$ cat src/rtl/alu_ctrl.sv
// Request/response sequencer for an external combinational ALU: latches operands,
// captures the result one cycle later, and keeps an accumulator, sticky overflow and op counter.
module alu_ctrl #(
  parameter int W = 8
) (
  input  logic         clk,
  input  logic         rst_n,
  input  logic         req_valid,
  output logic         req_ready,
  input  logic [W-1:0] req_a,
  input  logic [W-1:0] req_b,
  input  logic [2:0]   req_op,
  input  logic         req_acc,
  output logic [W-1:0] alu_a,
  output logic [W-1:0] alu_b,
  output logic [2:0]   alu_op,
  input  logic [W-1:0] alu_y,
  input  logic         alu_zero,
  input  logic         alu_negative,
  input  logic         alu_carry,
  input  logic         alu_overflow,
  output logic         rsp_valid,
  input  logic         rsp_ready,
  output logic [W-1:0] rsp_y,
  output logic [3:0]   rsp_flags,
  output logic [W-1:0] acc,
  input  logic         clr_sticky,
  output logic         sticky_ovf,
  output logic [15:0]  op_count
);

  typedef enum logic [1:0] {
    ST_IDLE = 2'd0,
    ST_EXEC = 2'd1,
    ST_RESP = 2'd2
  } state_e;

  state_e        state_q;
  logic          req_ready_q;
  logic          rsp_valid_q;
  logic [W-1:0]  alu_a_q;
  logic [W-1:0]  alu_b_q;
  logic [2:0]    alu_op_q;
  logic [W-1:0]  rsp_y_q;
  logic [3:0]    rsp_flags_q;
  logic [W-1:0]  acc_q;
  logic          sticky_q;
  logic          sticky_d;
  logic [15:0]   op_count_q;
  logic [15:0]   op_count_d;

  // Sticky overflow: a captured overflow beats a simultaneous clear.
  always_comb begin
    sticky_d = sticky_q;
    if ((state_q == ST_EXEC) && alu_overflow) begin
      sticky_d = 1'b1;
    end else if (clr_sticky) begin
      sticky_d = 1'b0;
    end else begin
      sticky_d = sticky_q;
    end
  end

  // Completed-operation counter, saturating.
  always_comb begin
    op_count_d = op_count_q;
    if ((state_q == ST_EXEC) && (op_count_q != 16'hFFFF)) begin
      op_count_d = op_count_q + 16'd1;
    end else begin
      op_count_d = op_count_q;
    end
  end

  // Controller FSM with all outputs registered.
  always_ff @(posedge clk or negedge rst_n) begin
    if (!rst_n) begin
      state_q     <= ST_IDLE;
      req_ready_q <= 1'b1;
      rsp_valid_q <= 1'b0;
      alu_a_q     <= '0;
      alu_b_q     <= '0;
      alu_op_q    <= 3'd0;
      rsp_y_q     <= '0;
      rsp_flags_q <= 4'd0;
      acc_q       <= '0;
      sticky_q    <= 1'b0;
      op_count_q  <= 16'd0;
    end else begin
      sticky_q   <= sticky_d;
      op_count_q <= op_count_d;
      case (state_q)
        ST_IDLE: begin
          if (req_valid && req_ready_q) begin
            alu_a_q     <= req_acc ? acc_q : req_a;
            alu_b_q     <= req_b;
            alu_op_q    <= req_op;
            req_ready_q <= 1'b0;
            state_q     <= ST_EXEC;
          end
        end
        ST_EXEC: begin
          rsp_y_q     <= alu_y;
          rsp_flags_q <= {alu_zero, alu_negative, alu_carry, alu_overflow};
          acc_q       <= alu_y;
          rsp_valid_q <= 1'b1;
          state_q     <= ST_RESP;
        end
        ST_RESP: begin
          if (rsp_ready) begin
            rsp_valid_q <= 1'b0;
            req_ready_q <= 1'b1;
            state_q     <= ST_IDLE;
          end
        end
        default: begin
          rsp_valid_q <= 1'b0;
          req_ready_q <= 1'b1;
          state_q     <= ST_IDLE;
        end
      endcase
    end
  end

  assign req_ready  = req_ready_q;
  assign rsp_valid  = rsp_valid_q;
  assign alu_a      = alu_a_q;
  assign alu_b      = alu_b_q;
  assign alu_op     = alu_op_q;
  assign rsp_y      = rsp_y_q;
  assign rsp_flags  = rsp_flags_q;
  assign acc        = acc_q;
  assign sticky_ovf = sticky_q;
  assign op_count   = op_count_q;

endmodule

$ cat config.mk
export PLATFORM = sky130hd
export DESIGN_NAME = alu_ctrl
export DESIGN_NICKNAME = d
export VERILOG_FILES = /design/src/rtl/alu_ctrl.sv
export SDC_FILE = /design/constraint.sdc
export NUM_CORES = 1
export LEC_CHECK = 0
export CELL_PAD_IN_SITES_DETAIL_PLACEMENT = 1
export CELL_PAD_IN_SITES_GLOBAL_PLACEMENT = 1
export CORE_MARGIN = 2
export CORE_UTILIZATION = 32
export DETAILED_ROUTE_END_ITERATION = 16
export GPL_TIMING_DRIVEN = 1
export PLACE_DENSITY_LB_ADDON = 0.15
export SYNTH_ARGS = -nofsm -noshare
export SYNTH_HDL_FRONTEND = slang
export SYNTH_SLANG_ARGS = --single-unit
export TNS_END_PERCENT = 20
$ cat constraint.sdc
create_clock -name clk -period 2.3 [get_ports clk]
set_clock_uncertainty 0.2 [all_clocks]
set_input_delay 0.46 -clock clk [delete_from_list [all_inputs] [get_ports clk]]
set_output_delay 0.46 -clock clk [all_outputs]
set_load 0.01 [all_outputs]
* Word level (Yosys, flattened, before mapping)
Cells that the tools add are included.
Widths: inputs -> output; s select.
** Storage, ports and cells
- Register bits after elaboration :: 52
- Word-level logic and storage cells :: 38
** Cells by class
- $add $sub $neg :: 1
- Equal/unequal tests :: 5
- Mux-type cells :: 11
- Bitwise logic cells :: 2
- Reductions and logical operators :: 9
** Operators with widths (number)
- $add 16x1->16 const B :: 1
- $ne 16x16->1 const B :: 1
- $mux 8 :: 1
- $pmux 1 s3 :: 2
- $pmux 2 s3 :: 1
- $reduce_and 2->1 :: 3
- $mux 1 :: 5
- $mux 2 :: 2
- $ne 2x2->1 const B :: 2
- $logic_and 1x1->1 :: 3
- $reduce_and 3->1 :: 1
- $eq 2x1->1 const B :: 1
- $eq 2x2->1 const B :: 1
- $logic_not 2->1 :: 1
- $not 1->1 :: 2
- $reduce_bool 2->1 :: 1

* Longest topological paths before layout
- Depth after elaboration :: 3
- Gate-level depth with buffers :: 6
- Mapped depth without buffers :: 5

* Worst setup path before layout
Ideal clock, no wire load.
- Path kind :: register to register
- From :: reg req_ready_q, in the netlist req_ready
- To :: reg alu_b_q[6], in the netlist alu_b[6]
- Setup time :: 0.125 ns
- Data arrival time :: 1.731 ns
- Path slack :: 0.244 ns
- Stages on the path, launching flop included :: 5
- Path buffers :: 2
- Period minus slack after synthesis :: 2.056 ns
- Path through :: dfstp_2 nor4bb_1 clkbuf_1 buf_2 mux2_2
** On the way
- Longest elaborated chain between the ends :: 2
** Ends and longest elaborated chain
- start: declaration :: line 39 : logic req_ready_q;
- start signal: assignment :: line 78 : req_ready_q <= 1'b1;
- start signal: assignment :: line 97 : req_ready_q <= 1'b0;
- start signal: assignment :: line 111 : req_ready_q <= 1'b1;
- $logic_and 1x1->1 :: line 93 : if (req_valid && req_ready_q) begin
- $reduce_and 2->1 (no source line)
- end signal: assignment :: line 95 : alu_b_q <= req_b;
- end: declaration :: line 42 : logic [W-1:0] alu_b_q;
Every way passes these cells.
A chain may end at the register's enable or synchronous reset.

* Worst setup path in the final report
- From :: reg req_ready_q, in the netlist req_ready
- To :: out req_ready
** RTL lines
- end: declaration :: line 9 : output logic req_ready,
No word-level cell between the ends.

==> results.txt <==
----------------------------------------------------
[Critical path]
  Reg-to-reg critical path endpoint ... op_count[1]
  Maximum net fanout on the critical path ... 4
  Req. time, crit path ... roughly 1600 ps
  Register-to-register path setup slack ... 260 ps
  CP Buf/Inv Count ... 1
  Arrival time worst endpoint ... around 1400 ps
  Startpoint Class ... flip-flop
  Crit path cell chain ... clkdlybuf4s50_1
  Crit path max-delay cell type ... sky130_fd_sc_hd__dfstp_2
  Critical path type ... flip-flop to output pin
  R2R depth ... 4
  Crit path capture type ... output pin
  Startpoint of the lowest-slack register-to-register path ... op_count[8]
  Largest stage delay on the critical path ... about 560 ps
  Cell family with most CP delay ... flip-flops

[Timing]
  Final worst hold slack ... about 290 ps
  Total of endpoints with negative setup slack in the final report ... 0
  Unrepaired setup endpoints after global routing ... false
  Post-route setup TNS ... 0 ps
  Smallest setup slack after layout ... 241 ps
  Count of pins over their slew limit ... 0
  Worst-Margin Slew ... approximately 450 ps
  Fmax ... approximately 0.49 GHz
  Final critical-path share of the clock period ... just under 90%
  Fin crit period ... about 2100 ps
  Final hold violations ... 0
  Worst max-slew margin expressed relative to the limit ... roughly 70%

[GRT]
  Number of antenna violations at the first check in global routing ... 0
  Overall routing resource usage ... roughly 16%
  Largest net degree at the start of global routing ... 36
  Remaining Overflow, GRT ... 0
  Vias in the first global route ... around 1900
  Global-route wire length before repair ... 9380 um

[Min path]
  Min-Delay Path Class ... flip-flop to flip-flop
  Hold wc startpoint ... rsp_flags[2]
  Worst hold path endpoint ... rsp_flags[2]
  Hold Path Cell Cnt ... 2

[Floorplanning]
  Core ar. ... 0.00683 sq mm
  Number of placement rows ... 30
  DIE AREA ... 0.00778 sq mm
  Number of placed I/O pins ... 95
  Height of the die ... 88.2 um
  Starting density of the core ... 33.2%
  Horizontal extent of the die ... between 80 and 90 um

[Power]
  Total power ... between 2 and 3 mW
  Share of total power in sequential cells ... 44.4%
  Internal power ... 2.10 mW
  Switching power total ... about 0.88 mW
  Leak Pwr ... between 1 and 1.5 nW
  Switching fraction of total power ... about 30%
  Power share of the combinational group ... 37.7%
  Clock power frac ... between 10% and 20%
  Peak ir drop on the vdd network ... ~0.00026 V
  PwrDens ... between 800 and 900 mW/mm^2

[Detailed routing]
  First-iteration detailed-routing DRC count ... 61
  Total via count after detailed routing ... between 1500 and 2000
  Post-detailed-route via-to-cell ratio ... around 4.6
  Drt total wl ... between 5000 and 6000 um
  Routed wirelength normalized by instance count ... roughly 15 um
  Detailed-router iteration count before antenna repair ... 4
  Remaining routing DRC violations ... 0
  Post-DRT Antenna Nets ... 0

[CTS]
  # H-tree levels ... 2
  Clock-pin slew on the worst setup and hold paths ... around 90 ps
  Clock Latency Late Sink ... ~300 ps
  Resized cells post-CTS ... 0
  TritonCTS clock tree ... yes
  Maximum clock path buffer count ... 2
  Setup fix buffers added after clock tree synthesis ... 0
  Inserted Clock Buffers ... 5
  Number of clock sinks ... between 50 and 60
  CTS Root Cell ... sky130_fd_sc_hd__clkbuf_8

[Synthesis]
  Combined area of all synthesized cells ... between 0.002 and 0.0025 sq mm
  Post-synth EDFFs ... 0
  Number of distinct library cells after synthesis ... 35
  Mapped Nets ... ~250
  Synth top area cells ... sky130_fd_sc_hd__dfrtp_1 56%, sky130_fd_sc_hd__nand2_1 6.8%, sky130_fd_sc_hd__mux2_2 5.5%, sky130_fd_sc_hd__xnor2_1 5.0%, sky130_fd_sc_hd__mux2i_1 3.5%
  Share of async-settable or async-resettable flops after synthesis ... 100%
  Library cell with the largest summed area after synthesis ... sky130_fd_sc_hd__dfrtp_1
  Synthesized area per cell ... between 10 and 15 sq um
  Yosys warning total ... 0
  Register bit count reported by yosys ... 52
  Sequential share of the synthesized area ... a little under three fifths
  Cells after Synth ... roughly 210
  Ys flop type ... sky130_fd_sc_hd__dfrtp_1
  Top cell type's share of synthesized area ... a little under three fifths

[Layout]
  Final cell count without fillers ... a little under 400
  Leading cell types in the layout, fill and taps excluded ... 93 x sky130_fd_sc_hd__clkdlybuf4s50_1, 51 x sky130_fd_sc_hd__dfrtp_1, 41 x sky130_fd_sc_hd__nand2_1
  Finished layout cell area ... approximately 0.0034 sq mm
  Share of cells above drive strength 1 ... a little under an eighth
  Net count reported at finish ... 338
  Area growth from synthesis to final layout ... 50.7%
  Number of diodes added for antenna fixing ... 0
  Final core utilization ... ~50%
  Commonest non-fill, non-tap cell in the layout ... sky130_fd_sc_hd__clkdlybuf4s50_1
  Fill cell instance count of the final layout ... 763

[Placement]
  Routability congestion estimate ... 0.735
  Total instance count after detailed placement ... 388
  Setup Slack @ Placement ... roughly 190 ps
  Cell Area, Placed ... 0.00332 sq mm
  Total half-perimeter wirelength after legalization and detailed placement ... approximately 4400 um
  Input/output buffers ... between 90 and 100

[Outcome]
  Result of the run ... finished clean

[Job]
  # Max-Cap Violations ... 0

----------------------------------------------------
==> power by group through the flow <==
stage / sequential, mW / combinational [mW] / clock, mW
global placement: 1.33 / 1.11 / 0
CTS: 1.33 / 1.14 / 0.559
global route: 1.36 / 1.22 / 0.596
detailed placement: 1.35 / 1.13 / 0
floorplan: 1.44 / 0.349 / 0
finish: 1.32 / 1.12 / 0.532
==> worst max-delay path by stage <==
stage | from | end | cells past startpoint
2_1_floorplan | req_ready | alu_b[6] | 4
3_3_place_gp | req_valid | alu_b[7] | 4
3_5_place_dp | req_valid | alu_b[3] | 4
4_1_cts | req_ready | req_ready | 1
5_1_grt | op_count[8] | op_count[1] | 4
6_report | req_ready | req_ready | 1
==> state kept, by name, summed over array words and instances (netlist names) <==
| name | cells |
|---|---|
| alu_b | 8 |
| req_ready | 1 |
| alu_op | 3 |
| acc | 8 |
| sticky_ovf | 1 |
| state_q | 2 |
| rsp_flags | 4 |
| alu_a | 8 |
| rsp_valid | 1 |
| op_count | 16 |
==> kinds of logic (layout without fill, tap and decap cells) <==
group                    after synthesis  after routing  share of synthesized area [%]
adder cells (fa/ha/maj)                1              1                          0.551
AO/OA/AOI/OAI                         16             16                           4.02
flip-flops                            52             52                           57.4
buffers and inverters                 19            113                           4.85
multiplexers                          20             20                           9.65
AND/OR/NAND/NOR                       85             85                           18.1
XOR/XNOR                              14             14                           5.40
==> metal layers <==
metal  GRT usage (%)  part of all wire, %
met1            20.0                   44
met2            26.1                   49
met3            4.57                  6.0
met4            4.68                  1.1
met5               0                    0
==> Yosys cell counts, drive strengths merged, types with 2 or more instances <==
cell type / n
nand2: 41
o211ai: 2
mux2i: 8
or2: 2
inv: 3
clkbuf: 5
and3: 2
a21oi: 10
nand4: 9
mux2: 12
xnor2: 13
nand3: 7
dfrtp: 51
nor2: 16
o21ai: 2
buf: 11
==> what timing repair did <==
action,in CTS,in global routing
endpoints found under the setup margin,0,0
hold buffers,1,0
endpoints found under the hold margin,17,0
==> final cells by class <==
type | count | area [sq um] | area share, %
clock buffer | 8 | 90.1 | 2.63
multi-input combinational | 136 | 872 | 25.5
tap | 96 | 120 | 3.51
inverter | 3 | 11.3 | 0.329
sequential | 52 | 1300 | 38.1
timing repair buffer | 102 | 1020 | 29.9
(Power assumes the default switching activity.)
